--- src/rtl/aes_pkg.sv ---
// Shared AES types, constants and key slicing helpers.
// Byte 0 of a word and word 0 of a key sit in the most significant bits.
package aes_pkg;

  typedef enum logic [1:0] {
    IDLE,
    EMIT,
    SUB
  } ks_state_t;

  localparam int         AES128_NR = 10;
  localparam logic [7:0] RCON_LAST = 8'h36;

  // Inverse of xtime in GF(2^8): steps Rcon one round backwards.
  function automatic logic [7:0] inv_xtime(input logic [7:0] b);
    inv_xtime = b[0] ? (((b ^ 8'h1B) >> 1) | 8'h80) : (b >> 1);
  endfunction

  function automatic logic [31:0] key_word(
    input logic [127:0] k,
    input logic [1:0]   i
  );
    key_word = k[{~i, 5'd0} +: 32];
  endfunction

  function automatic logic [7:0] key_byte(
    input logic [31:0] w,
    input logic [1:0]  j
  );
    key_byte = w[{~j, 3'd0} +: 8];
  endfunction

endpackage

--- src/rtl/aes_sbox.sv ---
// Combinational AES forward S-box.
// Also serves the inverse key schedule, which runs SubWord forwards.
module aes_sbox (
  input  logic [7:0] in_byte,
  output logic [7:0] out_byte
);

  localparam logic [0:255][7:0] SBOX = {
    128'h637c777bf26b6fc53001672bfed7ab76,
    128'hca82c97dfa5947f0add4a2af9ca472c0,
    128'hb7fd9326363ff7cc34a5e5f171d83115,
    128'h04c723c31896059a071280e2eb27b275,
    128'h09832c1a1b6e5aa0523bd6b329e32f84,
    128'h53d100ed20fcb15b6acbbe394a4c58cf,
    128'hd0efaafb434d338545f9027f503c9fa8,
    128'h51a3408f929d38f5bcb6da2110fff3d2,
    128'hcd0c13ec5f974417c4a77e3d645d1973,
    128'h60814fdc222a908846eeb814de5e0bdb,
    128'he0323a0a4906245cc2d3ac629195e479,
    128'he7c8376d8dd54ea96c56f4ea657aae08,
    128'hba78252e1ca6b4c6e8dd741f4bbd8b8a,
    128'h703eb5664803f60e613557b986c11d9e,
    128'he1f8981169d98e949b1e87e9ce5528df,
    128'h8ca1890dbfe6426841992d0fb054bb16
  };

  assign out_byte = SBOX[in_byte];

endmodule

--- src/rtl/inv_key_schedule.sv ---
// AES-128 inverse key schedule: emits round keys 10 down to 0.
// AES_INV_KS_SBOX4_EN: four S-boxes, one-cycle SUB state.
module inv_key_schedule #(
  parameter int         NR        = aes_pkg::AES128_NR,
  parameter logic [7:0] RCON_LAST = aes_pkg::RCON_LAST
) (
  input  logic         clk,
  input  logic         rst,
  input  logic         start,
  input  logic [127:0] last_key,
  output logic [127:0] rkey,
  output logic [3:0]   rkey_round,
  output logic         rkey_valid,
  input  logic         rkey_ready,
  output logic         busy,
  output logic         done
);

  import aes_pkg::*;

  ks_state_t    state_q, state_d;
  logic [127:0] rkey_q, rkey_d;
  logic [3:0]   round_q, round_d;
  logic         valid_q, valid_d;
  logic         busy_q, busy_d;
  logic         done_q, done_d;
  logic [7:0]   rcon_q, rcon_d;

  logic [31:0]  w3p, w2p, w1p;
  logic [31:0]  sub_word;
  logic [127:0] prev_key;
  logic         sub_last;

  if (NR != AES128_NR) begin : g_bad_nr
    $error("inv_key_schedule supports only NR=10");
  end

  assign w3p = key_word(rkey_q, 2'd3)
             ^ key_word(rkey_q, 2'd2);
  assign w2p = key_word(rkey_q, 2'd2)
             ^ key_word(rkey_q, 2'd1);
  assign w1p = key_word(rkey_q, 2'd1)
             ^ key_word(rkey_q, 2'd0);

  assign prev_key = {
    key_word(rkey_q, 2'd0) ^ sub_word ^ {rcon_q, 24'h0},
    w1p, w2p, w3p
  };

`ifdef AES_INV_KS_SBOX4_EN
  for (genvar k = 0; k < 4; k++) begin : g_sbox
    localparam logic [1:0] SRC = 2'((k + 1) % 4);
    logic [7:0] sb_out;
    aes_sbox u_sbox (
      .in_byte  (key_byte(w3p, SRC)),
      .out_byte (sb_out)
    );
    assign sub_word[31-8*k -: 8] = sb_out;
  end

  assign sub_last = 1'b1;
`else
  logic [1:0]  cnt_q, cnt_d;
  logic [23:0] sw_q, sw_d;
  logic [7:0]  sb_in, sb_out;

  // cnt k substitutes byte k+1 of w3', which is RotWord order.
  assign sb_in = key_byte(w3p, cnt_q + 2'd1);

  aes_sbox u_sbox (
    .in_byte  (sb_in),
    .out_byte (sb_out)
  );

  assign sub_word = {sw_q, sb_out};
  assign sub_last = (cnt_q == 2'd3);

  always_comb begin
    cnt_d = cnt_q;
    sw_d  = sw_q;
    if (state_q == SUB) begin
      cnt_d = cnt_q + 2'd1;
      unique case (cnt_q)
        2'd0:    sw_d[23:16] = sb_out;
        2'd1:    sw_d[15:8]  = sb_out;
        2'd2:    sw_d[7:0]   = sb_out;
        default: sw_d        = sw_q;
      endcase
    end
  end

  always_ff @(posedge clk) begin
    if (rst) begin
      cnt_q <= '0;
      sw_q  <= '0;
    end else begin
      cnt_q <= cnt_d;
      sw_q  <= sw_d;
    end
  end
`endif

  always_comb begin
    state_d = state_q;
    rkey_d  = rkey_q;
    round_d = round_q;
    valid_d = valid_q;
    busy_d  = busy_q;
    done_d  = 1'b0;
    rcon_d  = rcon_q;
    unique case (state_q)
      IDLE: begin
        if (start) begin
          state_d = EMIT;
          rkey_d  = last_key;
          round_d = 4'(NR);
          rcon_d  = RCON_LAST;
          valid_d = 1'b1;
          busy_d  = 1'b1;
        end
      end
      EMIT: begin
        if (rkey_ready) begin
          valid_d = 1'b0;
          if (round_q == 4'd0) begin
            state_d = IDLE;
            busy_d  = 1'b0;
            done_d  = 1'b1;
          end else begin
            state_d = SUB;
          end
        end
      end
      SUB: begin
        if (sub_last) begin
          state_d = EMIT;
          rkey_d  = prev_key;
          round_d = round_q - 4'd1;
          rcon_d  = inv_xtime(rcon_q);
          valid_d = 1'b1;
        end
      end
      default: begin
        state_d = IDLE;
        valid_d = 1'b0;
        busy_d  = 1'b0;
      end
    endcase
  end

  always_ff @(posedge clk) begin
    if (rst) begin
      state_q <= IDLE;
      rkey_q  <= '0;
      round_q <= '0;
      valid_q <= 1'b0;
      busy_q  <= 1'b0;
      done_q  <= 1'b0;
      rcon_q  <= RCON_LAST;
    end else begin
      state_q <= state_d;
      rkey_q  <= rkey_d;
      round_q <= round_d;
      valid_q <= valid_d;
      busy_q  <= busy_d;
      done_q  <= done_d;
      rcon_q  <= rcon_d;
    end
  end

  assign rkey       = rkey_q;
  assign rkey_round = round_q;
  assign rkey_valid = valid_q;
  assign busy       = busy_q;
  assign done       = done_q;

endmodule

--- config.mk ---
export PLATFORM = sky130hd
export DESIGN_NAME = inv_key_schedule
export DESIGN_NICKNAME = d
export VERILOG_FILES = /design/src/rtl/aes_pkg.sv /design/src/rtl/aes_sbox.sv /design/src/rtl/inv_key_schedule.sv
export SDC_FILE = /design/constraint.sdc
export NUM_CORES = 1
export LEC_CHECK = 0
export BUFFER_PORTS_ARGS = -buffer_cell sky130_fd_sc_hd__buf_2
export CORE_ASPECT_RATIO = 0.8
export CORE_MARGIN = 2
export CORE_UTILIZATION = 42
export CTS_CLUSTER_SIZE = 40
export DETAILED_ROUTE_END_ITERATION = 6
export PLACE_DENSITY_LB_ADDON = 0.05
export SYNTH_ARGS = -nofsm -noshare
export SYNTH_HDL_FRONTEND = slang
export SYNTH_SLANG_ARGS = --single-unit
--- constraint.sdc ---
create_clock -name clk -period 8.5 [get_ports clk]
set_input_delay 1.7 -clock clk [delete_from_list [all_inputs] [get_ports clk]]
set_output_delay 1.7 -clock clk [all_outputs]
set_load 0.05 [all_outputs]
# Word level (Yosys, flattened, before mapping)
# Memories as Yosys holds them, arrays and structs flattened.
# Cells that the tools add are included.
[totals]
reg_bits = 171
mem_bits_ro = 2048
in_bits = 132
word_cells = 72
mem_count = 1
[mem_list]
columns = ["memory", "depth", "width", "read_ports", "rd_ports_with_merged_regs", "wr", "line", "rtl"]
rows = [
  ["(name not given)", 256, 8, 1, 0, 0, "aes_sbox.sv:27", "assign out_byte = SBOX[in_byte];"],
]
[op_classes]
n_addsub = 2
order_cmp = 1
eq_ne = 9
n_shift = 1
mux = 25
bitwise = 11
n_reduce_logical = 11
[op_table]
columns = ["op", "n"]
rows = [
  ["two-way mux 128 bit", 2],
  ["one-hot mux 128 bit (2 select lines)", 1],
  ["XOR 32 bit", 5],
  ["two-way mux 8 bit", 5],
  ["variable part select 32 x 6 -> 8 bit", 1],
  ["one-hot mux 8 bit (2 select lines)", 1],
  ["greater-or-equal comparator 9 bit (second input constant)", 1],
  ["NOT 8 -> 9 bit", 1],
  ["two-way mux 2 bit", 4],
  ["two-way mux 4 bit", 2],
  ["!= test 2 bit (second input constant)", 4],
  ["one-hot mux 4 bit (2 select lines)", 1],
  ["equality test 2 bit (second input constant)", 3],
  ["two-way mux 1 bit", 6],
  ["one-hot mux 1 bit (3 select lines)", 2],
  ["one-hot mux 2 bit (3 select lines)", 1],
  ["AND reduction 2 bit", 3],
  ["AND reduction 3 bit", 2],
  ["equality test 2 x 1 -> 1 bit (second input constant)", 2],
  ["zero test 2 bit", 2],
  ["zero test 4 bit", 1],
  ["NOT 4 bit", 1],
  ["AND reduction 4 bit", 1],
  ["subtractor 4 x 1 -> 4 bit (second input constant)", 1],
  ["5 further kinds", 7],
]

# Depth between registers and ports, before layout
[logic_depth]
depth_word = 11
ltp_mapped = 19
mapped_depth_nobuf = 13

# By module
# A second synthesis with hierarchy kept.
[unflattened]
hier_cells = 1703
hier_area_um2 = 13249.0
[by_module_without_submodules]
columns = ["mod", "instances", "cells_each", "area_each_um2", "seq_area_each_um2"]
rows = [
  ["inv_key_schedule", 1, 1138, 9750.6, 3423.3],
  ["aes_sbox", 1, 565, 3498.4, 0.0],
]

# Worst setup path before layout
# OpenSTA, ideal clock, no wires.
[synth_timing]
kind = "flip-flop to flip-flop"
from = "reg cnt_q[0]"
to = "reg rkey_q[99], in the netlist rkey[99]"
arrival_time_ns = 4.115
slack_ns = 4.310
stages_incl_launch_ff = 19
n_path_buf = 8
period_less_slack_ns = 4.190
path_cell_list = "dfxtp_1 > buf_6 > inv_6 > ha_1 > buf_2 > mux4_2 > buf_2 > buf_2 > buf_2 > ha_1 > clkbuf_1 > clkbuf_1 > clkbuf_1 > o21ai_0 > a31oi_1 > o32ai_1 > o32a_1 > or4_1 > a31oi_1"
[synth_via]
elab_chain_len = 11
[synth_lines]
columns = ["item", "line", "rtl"]
rows = [
  ["start: declaration", "inv_key_schedule.sv:63", "logic [1:0] cnt_q, cnt_d;"],
  ["start signal: assignment", "inv_key_schedule.sv:97", "cnt_q <= cnt_d;"],
  ["adder 2 x 1 -> 2 bit", "inv_key_schedule.sv:68", "assign sb_in = key_byte(w3p, cnt_q + 2'd1);"],
  ["NOT 2 bit", "aes_pkg.sv:30", "key_byte = w[{~j, 3'd0} +: 8];"],
  ["variable part select 32 x 6 -> 8 bit", "aes_pkg.sv:30", ""],
  ["NOT 8 -> 9 bit (not written as such)", "aes_sbox.sv:27", ""],
  ["memory read (256 x 8 bit)", "--", ""],
  ["two-way mux 8 bit (not written as such) (2 in series)", "aes_sbox.sv:27", ""],
  ["XOR 32 bit (2 in series)", "inv_key_schedule.sv:46", "key_word(rkey_q, 2'd0) ^ sub_word ^ {rcon_q, 24'h0},"],
  ["two-way mux 128 bit", "inv_key_schedule.sv:135", "if (sub_last) begin"],
  ["one-hot mux 128 bit (2 select lines)", "inv_key_schedule.sv:111", "unique case (state_q)"],
  ["end signal: assignment", "inv_key_schedule.sv:162", "rkey_q <= rkey_d;"],
  ["end: declaration", "inv_key_schedule.sv:22", "logic [127:0] rkey_q, rkey_d;"],
]
# Several ways; a longest one is shown, not always the timed one. The select of a mux whose other input is x is not followed.
# A chain may end at the register's enable or synchronous reset.

# Final worst setup path
[layout_timing]
from = "reg cnt_q[0]"
to = "reg rkey_q[101], in the netlist rkey[101]"
# Same word-level chain as after synthesis.

==> flow_summary.yaml <==
run_status:
  status: "finished, final reports clean"
floorplanning:
  coreArea_sq_um: 29100
  die_w_um: 195
  fp.dieH_um: 157
  start_util: 0.424
  dieArea_sq_um: 30700
  io_pins: 267
  rows: 56
global_route:
  grt_pass1_wl_um: 83500
  grtUsageMet2: 0.491
  grt.total_usage: 0.357
  met1_usage: 0.520
  grt_overflow: 0
  use_met3: 0.108
  grt_max_degree: 209
  grt_pass1_vias: 12900
  antenna_found_initial: 2
  top_usage_layer: "met1"
place:
  gp_congestion: 1.03
  hpwl_um: 39500
  dpl.cell_count: 2220
  place.port_buffers: 266
sta:
  relSlewSlack: 0.221
  final_hold_viol_count: 0
  period_share: 0.701
  tightestPinTransition_ns: 1.17
  max_freq_ghz: 0.168
  rsz0062_at_grt: "false"
  setup_violations: 0
  report.final.slew_viol_count: 0
  clock_skew_ns: 0.0245
  period_needed_ns: 5.96
  final.setup.tns_ns: 0
cts:
  cts_buffer_depth: 2
  cts.htree.levels: 4
  cts-root-buf: "clkbuf_16"
  cts_hold_buf: 0
  post_cts_buffers: 0
  cts_buffers: 17
  cts_num_sinks: 171
  clk_pin_slew_worst_paths_ns: 0.08
  cts_tree: "done"
  clk_latency_ns: 0.46
  cts_resized: 0
min_path:
  hp-class: "flip-flop to flip-flop"
worst_setup_path:
  cp-end-kind: "flip-flop"
  required_ns: 8.87
  crit_slowest_cell: "mux4_2"
  cp_max_fo: 34
  start_kind: "flip-flop"
  worstSetupPathType: "flip-flop to flip-flop"
  crit_path_max_incr_delay_ns: 0.75
  crit_chain: "inv_6, ha_1, mux4_2, inv_1, ha_1, inv_1, nor2_1, nor3_1, o21ai_0, a311oi_1, o311a_1, nand3b_1, a31oi_1"
  critPathArrivalTime_ns: 6.32
flow_run:
  cap_violations: 0
logic_synthesis:
  ys_types: 77
  avgSynthCellArea_sq_um: 7.17
  synth-edff-count: 0
  synth_area_sq_um: 12300
  syn_inst: 1718
  ys_ff_latch: 171
  yosys.area.top_type: "dfxtp_1"
  syn_nets: 1869
  async_reset_ff_frac: 0
  ys_warn_count: 0
  synth_flop_cell: "dfxtp_1"
  yosysSeqAreaShare: 0.278
  synth.top_cell.area_share: 0.278
  ys_top_cells_by_area: "dfxtp_1, nand2_1, a21oi_1"
power_and_ir_drop:
  power_density_nw_per_um2: 222
  p_leak_nw: 6.12
  power_mw: 3.16
  peakVddDrop_mv: 0.154
cells_and_area:
  nFillCells: 2909
  multi_input_area_sq_um: 8130
  layout.cells.most_common_list: "buf_2, nand2_1, nor2_1, a21oi_1, dfxtp_1"
  final_layout_size_suffix_gt1_frac: 0.186
  utilization: 0.488
  final_common_cell: "buf_2"
  regArea_sq_um: 3420
  instances_no_fill: 2252
  area_growth_pct: 15.2
  nets: 2013
  n_antenna_cell: 0
routing:
  first_pass_iters: 6
  drc: 0
  route.antenna.remaining_nets: 0
  drt_iter0_drc: 1685
  vias: 14400
  viasPerCell: 6.40
  wl_um: 56800
  routedWlPerCell_um: 25.2
[cells in the mapped netlist, types with 4 or more instances]
master / instances
a2111oi_0: 6
a211o_1: 5
a211oi_1: 21
a21o_1: 7
a21oi_1: 186
a221oi_1: 15
a22o_1: 62
a22oi_1: 32
a2bb2oi_1: 4
a311oi_1: 9
a31oi_1: 22
and2_1: 4
and3_1: 10
buf_1: 13
buf_2: 29
buf_4: 7
buf_6: 5
clkbuf_1: 105
dfxtp_1: 171
ha_1: 19
inv_1: 14
mux2i_1: 35
mux4_2: 8
nand2_1: 257
nand3_1: 32
nand3b_1: 35
nor2_1: 226
nor3_1: 23
nor4_1: 4
o2111ai_1: 4
o211ai_1: 13
o21a_1: 4
o21ai_0: 161
o21bai_1: 4
o221ai_1: 8
o22ai_1: 7
o311ai_0: 10
o31ai_1: 10
o32a_1: 5
o32ai_1: 5
xnor2_1: 28
xor2_1: 33
[area by class of cell]
cell class | count | share of cell area
Multi-Input combinational cell | 1369 | 0.573
Sequential cell | 171 | 0.241
Tap cell | 377 | 0.0332
Timing Repair Buffer | 286 | 0.106
Inverter | 17 | 0.00503
Clock buffer | 17 | 0.0300
Clock inverter | 15 | 0.0123
[report_power, final]
| group | total (mW) | internal (mW) | leakage [nW] | switching [mW] |
|---|---|---|---|---|
| sequential | 0.924 | 0.852 | 1.40 | 0.0719 |
| clock | 0.802 | 0.396 | 0.284 | 0.406 |
| combinational | 1.43 | 0.404 | 4.43 | 1.03 |
[cells by family (layout without fill, tap and decap cells)]
logic type / after synthesis / count (layout) / share of synthesized area
mux: 48 / 48 / 0.0513
flops: 171 / 171 / 0.278
xor+xnor: 62 / 62 / 0.0447
buf+inv: 178 / 335 / 0.0656
simple gates: 612 / 612 / 0.212
compound gates: 628 / 628 / 0.329
fa+ha+maj: 19 / 19 / 0.0193
[through the flow]
stage | setup slack (ns) | hold WS [ns] | cell area, sq um
2_1_floorplan | 4.31 | 0.446 | 12300
3_5_place_dp | 2.68 | 0.464 | 13600
5_1_grt | 2.21 | 0.499 | 14200
3_3_place_gp | 2.82 | 0.457 | 13600
6_report | 2.54 | 0.473 | 14200
4_1_cts | 2.77 | 0.473 | 14200
[layer usage]
metal | part of all wire | vias to the layer above
li1 | - | 6522
met1 | 0.45 | 6873
met2 | 0.40 | 889
met3 | 0.12 | 123
met4 | 0.032 | 4
met5 | 0.00048 | -
[state kept, by name, summed over array words and instances, names as in the netlist]
register    cells
cnt_q           2
rkey_round      4
busy            1
rkey          128
rcon_q          8
state_q         2
done            1
sw_q           24
rkey_valid      1
[critical path: cells and delay by family, from the launching register on]
kind                       cells  cell delay (ns)
AOI/OAI and AO/OA              4             1.28
muxes                          1             0.75
adders and majority gates      2             1.29
DFF                            1             0.70
and+or+nand+nor                3             0.76
buffers and inverters          3             1.06
[worst paths after layout]
| check | from | end | slack (ns) | depth (start not counted) |
|---|---|---|---|---|
| max | cnt_q[0]$_SDFFE_PP0P_ | rkey[101]$_SDFFE_PP0P_ | 2.54 | 13 |
| min reg2reg | sw_q[21]$_SDFFE_PP0P_ | sw_q[21]$_SDFFE_PP0P_ | 0.47 | 2 |
| min | sw_q[21]$_SDFFE_PP0P_ | sw_q[21]$_SDFFE_PP0P_ | 0.47 | 2 |
| max reg2reg | cnt_q[0]$_SDFFE_PP0P_ | rkey[101]$_SDFFE_PP0P_ | 2.54 | 13 |
Power figures use the tool's default switching activity.
